### src/rtl/mem_stage.sv
// mem_stage: MEM pipeline stage. Consumes the EX->MEM register, runs loads and
// stores on a req/gnt/rvalid data-memory port (byte lanes, load align/extend),
// exposes forwarding/hazard taps to EX and registers results into MEM->WB.
// A per-access cycle counter aborts accesses that never complete.
module mem_stage #(
    parameter logic [31:0] NOP_INST = 32'h0000_0013,
    parameter logic [7:0]  TIMEOUT  = 8'd255
) (
    input  logic        clk,
    input  logic        rst_n,
    input  logic [31:0] ex_pc,
    input  logic [31:0] ex_alu,
    input  logic [31:0] ex_rd2,
    input  logic [31:0] ex_inst,
    output logic [31:0] mem_alu,
    output logic [31:0] mem_inst,
    output logic        mem_stall,
    output logic        dmem_req,
    output logic [31:0] dmem_addr,
    output logic [3:0]  dmem_we,
    output logic [31:0] dmem_wdata,
    input  logic        dmem_gnt,
    input  logic        dmem_rvalid,
    input  logic [31:0] dmem_rdata,
    output logic [31:0] wb_pc,
    output logic [31:0] wb_alu,
    output logic [31:0] wb_rdata,
    output logic [31:0] wb_inst,
    output logic        mem_misalign,
    output logic        mem_fault
);

    localparam logic [0:0] ST_IDLE   = 1'b0;
    localparam logic [0:0] ST_RESP   = 1'b1;
    localparam logic [6:0] OPC_LOAD  = 7'b0000011;
    localparam logic [6:0] OPC_STORE = 7'b0100011;

    logic [0:0]  state_q, state_d;
    logic [7:0]  cnt_q, cnt_d;
    logic [31:0] wb_pc_q, wb_pc_d;
    logic [31:0] wb_alu_q, wb_alu_d;
    logic [31:0] wb_rdata_q, wb_rdata_d;
    logic [31:0] wb_inst_q, wb_inst_d;
    logic        misalign_q, misalign_d;
    logic        fault_q, fault_d;

    logic [2:0]  funct3;
    logic        is_load, is_store, mem_op;
    logic        size_b, size_h, size_w;
    logic        misaligned, mem_go, timeout_hit;
    logic        req_int, accept, store_done, load_done, done;
    logic [7:0]  ld_byte;
    logic [15:0] ld_half;
    logic [31:0] load_val;

    // Decode: funct3[1:0] selects access width, funct3[2] selects zero-extension.
    assign funct3   = ex_inst[14:12];
    assign is_load  = (ex_inst[6:0] == OPC_LOAD);
    assign is_store = (ex_inst[6:0] == OPC_STORE);
    assign mem_op   = is_load || is_store;
    assign size_b   = (funct3[1:0] == 2'b00);
    assign size_h   = (funct3[1:0] == 2'b01);
    assign size_w   = !size_b && !size_h;

    // Misaligned accesses never reach the memory port; they are dropped as a bubble.
    assign misaligned  = mem_op && ((size_h && ex_alu[0]) || (size_w && (ex_alu[1:0] != 2'b00)));
    assign mem_go      = mem_op && !misaligned;
    assign timeout_hit = mem_go && (TIMEOUT != 8'd0) && (cnt_q == TIMEOUT);

    // The request is gated by rst_n so it drops immediately when reset asserts.
    assign req_int    = (state_q == ST_IDLE) && mem_go && !timeout_hit;
    assign dmem_req   = rst_n && req_int;
    assign accept     = dmem_req && dmem_gnt;
    assign store_done = accept && is_store;
    assign load_done  = (state_q == ST_RESP) && mem_go && dmem_rvalid && !timeout_hit;
    assign done       = store_done || load_done || timeout_hit;
    assign mem_stall  = rst_n && mem_go && !done;

    assign mem_alu   = ex_alu;
    assign mem_inst  = ex_inst;
    assign dmem_addr = {ex_alu[31:2], 2'b00};

    // Per-lane write enable and lane-replicated store data.
    for (genvar gi = 0; gi < 4; gi++) begin : g_lane
        localparam logic [1:0] LANE = 2'(gi);
        assign dmem_we[gi] = is_store && (size_w
                                       || (size_h && (ex_alu[1] == LANE[1]))
                                       || (size_b && (ex_alu[1:0] == LANE)));
        assign dmem_wdata[8*gi +: 8] = size_w ? ex_rd2[8*gi +: 8]
                                     : size_h ? ex_rd2[8*(gi%2) +: 8]
                                     : ex_rd2[7:0];
    end

    // Pick the addressed byte and half-word out of the returned word.
    always_comb begin
        ld_byte = dmem_rdata[7:0];
        case (ex_alu[1:0])
            2'd0:    ld_byte = dmem_rdata[7:0];
            2'd1:    ld_byte = dmem_rdata[15:8];
            2'd2:    ld_byte = dmem_rdata[23:16];
            default: ld_byte = dmem_rdata[31:24];
        endcase
        ld_half = ex_alu[1] ? dmem_rdata[31:16] : dmem_rdata[15:0];
    end

    // Sign- or zero-extend the extracted load value.
    always_comb begin
        load_val = dmem_rdata;
        case (funct3)
            3'b000:  load_val = {{24{ld_byte[7]}}, ld_byte};
            3'b001:  load_val = {{16{ld_half[15]}}, ld_half};
            3'b100:  load_val = {24'd0, ld_byte};
            3'b101:  load_val = {16'd0, ld_half};
            default: load_val = dmem_rdata;
        endcase
    end

    // Access FSM and per-access cycle counter; RESP falls back to IDLE if the op vanishes.
    always_comb begin
        state_d = state_q;
        case (state_q)
            ST_IDLE: if (accept && is_load) state_d = ST_RESP;
            default: if (!mem_go || load_done || timeout_hit) state_d = ST_IDLE;
        endcase
        cnt_d = (done || !mem_go) ? 8'd0 : cnt_q + 8'd1;
    end

    // Next values for MEM->WB; stalled, dropped and aborted ops become bubbles.
    always_comb begin
        wb_pc_d    = ex_pc;
        wb_alu_d   = ex_alu;
        wb_rdata_d = load_done ? load_val : 32'd0;
        wb_inst_d  = (mem_stall || misaligned || timeout_hit) ? NOP_INST : ex_inst;
        misalign_d = misaligned;
        fault_d    = timeout_hit;
    end

    // State, counter and MEM->WB registers.
    always_ff @(posedge clk or negedge rst_n) begin
        if (!rst_n) begin
            state_q    <= ST_IDLE;
            cnt_q      <= 8'd0;
            wb_pc_q    <= 32'd0;
            wb_alu_q   <= 32'd0;
            wb_rdata_q <= 32'd0;
            wb_inst_q  <= NOP_INST;
            misalign_q <= 1'b0;
            fault_q    <= 1'b0;
        end else begin
            state_q    <= state_d;
            cnt_q      <= cnt_d;
            wb_pc_q    <= wb_pc_d;
            wb_alu_q   <= wb_alu_d;
            wb_rdata_q <= wb_rdata_d;
            wb_inst_q  <= wb_inst_d;
            misalign_q <= misalign_d;
            fault_q    <= fault_d;
        end
    end

    assign wb_pc        = wb_pc_q;
    assign wb_alu       = wb_alu_q;
    assign wb_rdata     = wb_rdata_q;
    assign wb_inst      = wb_inst_q;
    assign mem_misalign = misalign_q;
    assign mem_fault    = fault_q;

endmodule
### config.mk
export PLATFORM = sky130hd
export DESIGN_NAME = mem_stage
export DESIGN_NICKNAME = d
export VERILOG_FILES = /design/src/rtl/mem_stage.sv
export SDC_FILE = /design/constraint.sdc
export NUM_CORES = 1
export LEC_CHECK = 0
export CAP_MARGIN = 30
export CELL_PAD_IN_SITES_DETAIL_PLACEMENT = 1
export CELL_PAD_IN_SITES_GLOBAL_PLACEMENT = 2
export CORE_AREA = 2 2 165 167
export CTS_CLUSTER_SIZE = 12
export DETAILED_ROUTE_END_ITERATION = 7
export DIE_AREA = 0 0 167 169
export DONT_BUFFER_PORTS = 1
export GPL_ROUTABILITY_DRIVEN = 0
export PLACE_DENSITY = 0.53
export SYNTH_ARGS = -nofsm -noshare
export SYNTH_HDL_FRONTEND = slang
export SYNTH_SLANG_ARGS = --single-unit
### constraint.sdc
create_clock -name clk -period 8.1 [get_ports clk]
set_clock_uncertainty 0.2 [all_clocks]
set_input_delay 2.025 -clock clk [delete_from_list [all_inputs] [get_ports clk]]
set_output_delay 2.025 -clock clk [all_outputs]
set_load 0.02 [all_outputs]
==> results.json, run 1 <==
{
  "outcome": "complete, no violations",
  "die_area_sq_mm": 0.02822,
  "cts_root_buf": "clkbuf_16",
  "synthXorXnorAreaFrac_pct": 0.8766,
  "htree_levels": 4,
  "synth_mux_area_share_pct": 6.011,
  "grt_pass1_vias": 3611,
  "cts_setup_buffers": 0,
  "fp.dieH_um": 169,
  "yosys.area_share.simple_pct": 12.79,
  "route.detailed.drc": 0,
  "synthFlopType": "dfrtp_1",
  "yosysUniqueCellTypes": 45,
  "synth_fa_ha_area_share_pct": 0.2087,
  "worst_pin_slew_ps": 1009,
  "final_layout_size_suffix_gt1_share_pct": 19.71,
  "crit_required_ps": 5880,
  "critPathLaunch": "ex_inst[4]",
  "synth_top_family_by_area": "buffers and inverters",
  "dp_hpwl_um": 14500,
  "grt_use_total_pct": 13.70,
  "async_flop_share_pct": 100.0,
  "finalWorstSetupSlack_ps": 2228,
  "max_slew_margin_pct": 32.75,
  "critPathCapture": "mem_stall",
  "grt_pass1_wl_um": 27790,
  "dp.cells": 720,
  "hold_class": "reg -> reg",
  "timing.max_cap.violations": 0,
  "insertion_delay_ps": 420,
  "wirelength_um": 19770,
  "hold_ws_ps": 314.3,
  "ir_drop_v": 0.0001280,
  "core_area_sq_mm": 0.02650,
  "syn-cell-area_sq_mm": 0.005994,
  "avgSynthCellArea_sq_um": 11.87,
  "synth_edf_count": 0,
  "synth_top_area_cell": "dfrtp_1",
  "crit_path_end_kind": "output port",
  "slew_violations": 0,
  "period_minus_slack_ps": 5872,
  "syn-instance-count": 505,
  "synth_compound_area_share_pct": 5.844,
  "worst_r2r_endpoint": "wb_inst[7]",
  "clock_path_buffers": 2,
  "numCtsBuffers": 17,
  "synth_top_cell_area_share_pct": 56.77,
  "routed_via_density": 4.368,
  "rr_worst_depth": 5,
  "reg2reg_from": "cnt_q[0]",
  "vias": 3298,
  "layout.nets": 563,
  "io_buffers": 0,
  "ys_seq_elements": 139,
  "yosysSeqAreaShare_pct": 58.09,
  "clock-sinks": 139,
  "rsz0062_at_grt": "false",
  "synth.top_cells.by_area": "dfrtp_1, buf_4, mux2i_1",
  "ios": 428,
  "ctsHoldBuffers": 0,
  "route.detailed.wl_per_inst_um": 26.19,
  "fin_cells": 755,
  "dpl_cell_area_sq_mm": 0.005529,
  "rrSetupSlack_ps": 5760,
  "tns_ps": 0,
  "antenna_found_initial": 5,
  "cts.clk_slew.worst_paths_ps": 70,
  "cts_tree": "built",
  "overflow": 0,
  "n_fill_cell": 2941,
  "start_util_pct": 22.62,
  "post_cts_resize_count": 0,
  "drt_pass1_iterations": 4,
  "ant_nets": 0,
  "setup_violations": 0,
  "cp-start-kind": "input port",
  "dp_slack_ps": 2217,
  "finalHoldViolCount": 0,
  "area_delta_synth_final_pct": 2.213,
  "clock.fmax_mhz": 170.3,
  "grt_max_degree": 144,
  "critPathMaxFanout": 9,
  "drtIter0Drc": 136,
  "power.density_mw_per_mm2": 267.8,
  "rows": 60,
  "die_w_um": 167,
  "worst-setup-path-type": "in -> out",
  "arrival_ps": 3650,
  "ys.warnings.count": 0,
  "fin_area_sq_mm": 0.006127,
  "leakage_nw": 2.604,
  "finalCritPeriodShare_pct": 72.49
}
==> Yosys cell counts, types with 2 or more instances <==
| library cell | n |
|---|---|
| buf_2 | 2 |
| buf_4 | 104 |
| clkbuf_1 | 19 |
| dfrtp_1 | 136 |
| nor2_1 | 36 |
| mux2_2 | 16 |
| nand2b_1 | 5 |
| buf_12 | 2 |
| and2_1 | 26 |
| nor4_1 | 2 |
| nand3_1 | 3 |
| a21oi_2 | 5 |
| o21ai_1 | 4 |
| o21ai_0 | 14 |
| a2111oi_0 | 2 |
| nand2_1 | 23 |
| a21oi_1 | 11 |
| a221oi_2 | 2 |
| nor3_2 | 16 |
| and3_1 | 9 |
| nand4_1 | 4 |
| xor2_1 | 4 |
| mux2i_1 | 18 |
| nor3_1 | 2 |
| dfstp_2 | 3 |
| xnor2_1 | 2 |
| a22oi_1 | 8 |
| buf_6 | 2 |
| inv_1 | 9 |
==> worst min-delay path by stage <==
stage | startpoint | to | depth (start not counted)
global route | cnt_q[0] | cnt_q[0] | 1
global placement | cnt_q[0] | cnt_q[0] | 1
floorplan | cnt_q[0] | cnt_q[0] | 1
detailed placement | cnt_q[0] | cnt_q[0] | 1
finish | cnt_q[0] | cnt_q[0] | 1
CTS | cnt_q[0] | cnt_q[0] | 1
==> stage by stage <==
stage | utilization, % | total power, mW
after floorplan | - | 0.9092
after global placement | 20.86 | 0.8510
after detailed placement | 20.86 | 0.8512
after CTS | 23.09 | 1.683
after global routing | 23.12 | 1.717
final | 23.12 | 1.641
==> logic make-up (layout without fill, tap and decap cells) <==
| family | Yosys count | count (layout) |
|---|---|---|
| xor gates and xnor gates | 6 | 6 |
| DFF | 139 | 139 |
| muxes | 34 | 34 |
| and+or+nand+nor | 132 | 132 |
| other | 1 | 5 |
| AOI/OAI and AO/OA | 52 | 52 |
| buffers and inverters | 140 | 45 |
| adders and majority gates | 1 | 1 |
==> sequential cells by signal, summed over array words and instances (netlist names) <==
signal / flops
wb_alu: 32
wb_inst: 32
wb_pc: 32
wb_rdata: 32
cnt_q: 8
mem_fault: 1
mem_misalign: 1
state_q: 1
==> worst max-delay path, stage by stage <==
cell	delay, ps
nor4_4	320
nand3_4	180
or4_1	730
nor2_1	380
==> layout by cell type, fill, tap and decap left out, types with 8 or more instances in the layout <==
| cell | netlist | routed |
|---|---|---|
| dfrtp_1 | 136 | 136 |
| nor3_2 | 16 | 16 |
| nor2_1 | 36 | 36 |
| and2_1 | 26 | 26 |
| a22oi_1 | 8 | 8 |
| inv_1 | 9 | 9 |
| and3_1 | 9 | 9 |
| mux2i_1 | 18 | 18 |
| clkbuf_16 | 0 | 17 |
| mux2_2 | 16 | 16 |
| a21oi_1 | 11 | 11 |
| nand2_1 | 23 | 23 |
| o21ai_0 | 14 | 14 |
==> report_power, final <==
part	internal, mW	total, mW	leakage (nW)	switching (mW)
combinational	0.0243	0.0680	0.607	0.0437
clock	0.446	0.805	0.280	0.360
sequential	0.720	0.768	1.72	0.0480
==> layer usage <==
layer / global-route usage [%] / vias to the layer above / routed length (um)
li1: - / 1345 / -
met1: 13.89 / 1699 / 6933
met2: 25.78 / 233 / 11010
met3: 5.284 / 19 / 1545
met4: 4.310 / 2 / 265
met5: 0 / - / 13
==> final cells by class <==
cell class	instances	area (sq um)	area share, %
flip-flops and latches	139	3482	56.83
multi-input cells	227	1560	25.46
clock buffers	18	439.2	7.168
well taps	341	426.7	6.963
clock inverters	14	151.4	2.471
inverters	10	37.54	0.6126
repair buffers	3	22.52	0.3676
diodes	3	7.507	0.1225
No activity file was read; power rests on OpenSTA's default activity.
==> run 2: changes to the inputs <==
clock period = 5.63 ns   (was 8.1 ns; I/O delays follow)
==> run 2 against run 1 <==
Critical path depth unchanged. Worst hold slack improved by 19 ps. Sequential power increased by 43%. First-iteration DRC count increased by 12%. Sequential share of layout area decreased by 0.20 points. Via count decreased by 1.8%. Cell area increased by 0.35%. Total power increased by 43%. Clock power increased by 42%.
==> results.json, run 2 (synthesized netlist as in run 1, its figures left out) <==
{
  "cts_root_buf": "clkbuf_16",
  "crit_slowest_cell": "or4_1",
  "drtIter0Drc": 152,
  "top_usage_layer": "met2",
  "insertion_delay_ps": 410,
  "numCtsBuffers": 17,
  "finalCritPeriodShare_pct": 82.22,
  "wirelength_um": 19430,
  "setup_violations": 0,
  "grtUsageMet2_pct": 25.30,
  "arrival_ps": 3020,
  "die_area_sq_mm": 0.02822,
  "regArea_sq_mm": 0.003482,
  "route.detailed.drc": 0,
  "multiInputGateArea_sq_mm": 0.001560,
  "rsz0062_at_grt": "false",
  "fp.dieH_um": 169,
  "worst-setup-path-type": "in -> out",
  "clock-sinks": 139,
  "cts_tree": "built",
  "grt_use_total_pct": 13.43,
  "rows": 60,
  "io_buffers": 0,
  "tns_ps": 0,
  "antenna_found_initial": 2,
  "htree_levels": 4,
  "final_common_cell": "dfrtp_1",
  "grt_pass1_wl_um": 27410,
  "dp_hpwl_um": 14500,
  "overflow": 0,
  "final_cell_mix": "dfrtp_1, nor2_1, and2_1, nand2_1, mux2i_1",
  "core_area_sq_mm": 0.02650,
  "grt_max_degree": 144,
  "period_minus_slack_ps": 4629,
  "power.density_mw_per_mm2": 381.4,
  "cp-start-kind": "input port",
  "layout.nets": 566,
  "ctsHoldBuffers": 0,
  "power_mw": 2.345,
  "area_delta_synth_final_pct": 2.567,
  "hold_class": "reg -> reg",
  "final_layout_size_suffix_gt1_share_pct": 20.29,
  "vias": 3238,
  "cts_setup_buffers": 0,
  "finalHoldViolCount": 0,
  "crit_required_ps": 4020,
  "start_util_pct": 22.62,
  "path_cells": "nor4_4, nand3_4, or4_1, nor2_1",
  "ir_drop_v": 0.0001776,
  "max_slew_margin_pct": 39.71,
  "post_cts_resize_count": 0,
  "outcome": "complete, no violations",
  "timing.max_cap.violations": 0,
  "route.detailed.wl_per_inst_um": 25.70,
  "use_met1_pct": 13.84,
  "met3_usage_pct": 5.144,
  "drt_pass1_iterations": 4,
  "ios": 428,
  "worst_path_largest_cell_delay_ps": 710,
  "worst_pin_slew_ps": 900.9,
  "n_fill_cell": 2932,
  "clock.fmax_mhz": 216.0,
  "slew_violations": 0,
  "grt_pass1_vias": 3653,
  "cts.clk_slew.worst_paths_ps": 70,
  "ant_nets": 0,
  "clock_path_buffers": 2,
  "leakage_nw": 2.626,
  "crit_path_end_kind": "output port",
  "critPathMaxFanout": 9,
  "routed_via_density": 4.283,
  "die_w_um": 167
}
-- run 2: layout make-up --
type                       instances  share of cell area, %
inverter                          10                 0.6105
tap                              341                  6.939
multi-input combinational        227                  25.38
clock inverter                    14                  2.462
timing repair buffer               6                 0.7937
sequential                       139                  56.63
antenna                            1                0.04070
clock buffer                      18                  7.143
-- run 2: worst paths after layout --
path	startpoint	to	slack, ps	cells past startpoint
hold reg to reg	cnt_q[0]	cnt_q[0]	330	1
setup reg to reg	cnt_q[0]	wb_rdata[6]	3290	5
min in group asynchronous	rst_n	wb_pc[6]	490	0
max in group asynchronous	rst_n	wb_inst[0]	4480	0
hold / removal	cnt_q[0]	cnt_q[0]	330	1
setup / recovery	ex_inst[4]	mem_stall	1000	4
-- run 2: worst max-delay path: cells and delay by family --
kind	cells	cell delay, ps
AND/OR/NAND/NOR	4	1610
-- run 2: routing by layer --
metal  share of wire (%)  up-vias
met5                   0        -
met4                0.92        0
met3                 8.1        7
met2                  56      242
met1                  35     1643
li1                    -     1346
-- run 2: metrics by stage --
stage | instances | worst slack, ps | hold WS [ps] | cell area, sq um | utilization (%)
2_1_floorplan | 506 | 841.9 | 275.4 | 5998 | -
3_3_place_gp | 722 | 996.1 | 322.9 | 5544 | 20.92
3_5_place_dp | 722 | 975.2 | 328.0 | 5544 | 20.92
4_1_cts | 754 | 973.0 | 338.2 | 6135 | 23.15
5_1_grt | 756 | 894.6 | 381.6 | 6148 | 23.20
6_report | 756 | 1001 | 333.5 | 6148 | 23.20
-- run 2: where the power goes --
part           switching [mW]  leakage (nW)  internal [mW]
clock                   0.501         0.286          0.641
sequential             0.0695          1.72           1.04
combinational          0.0631         0.623         0.0356
total                   0.633          2.63           1.71
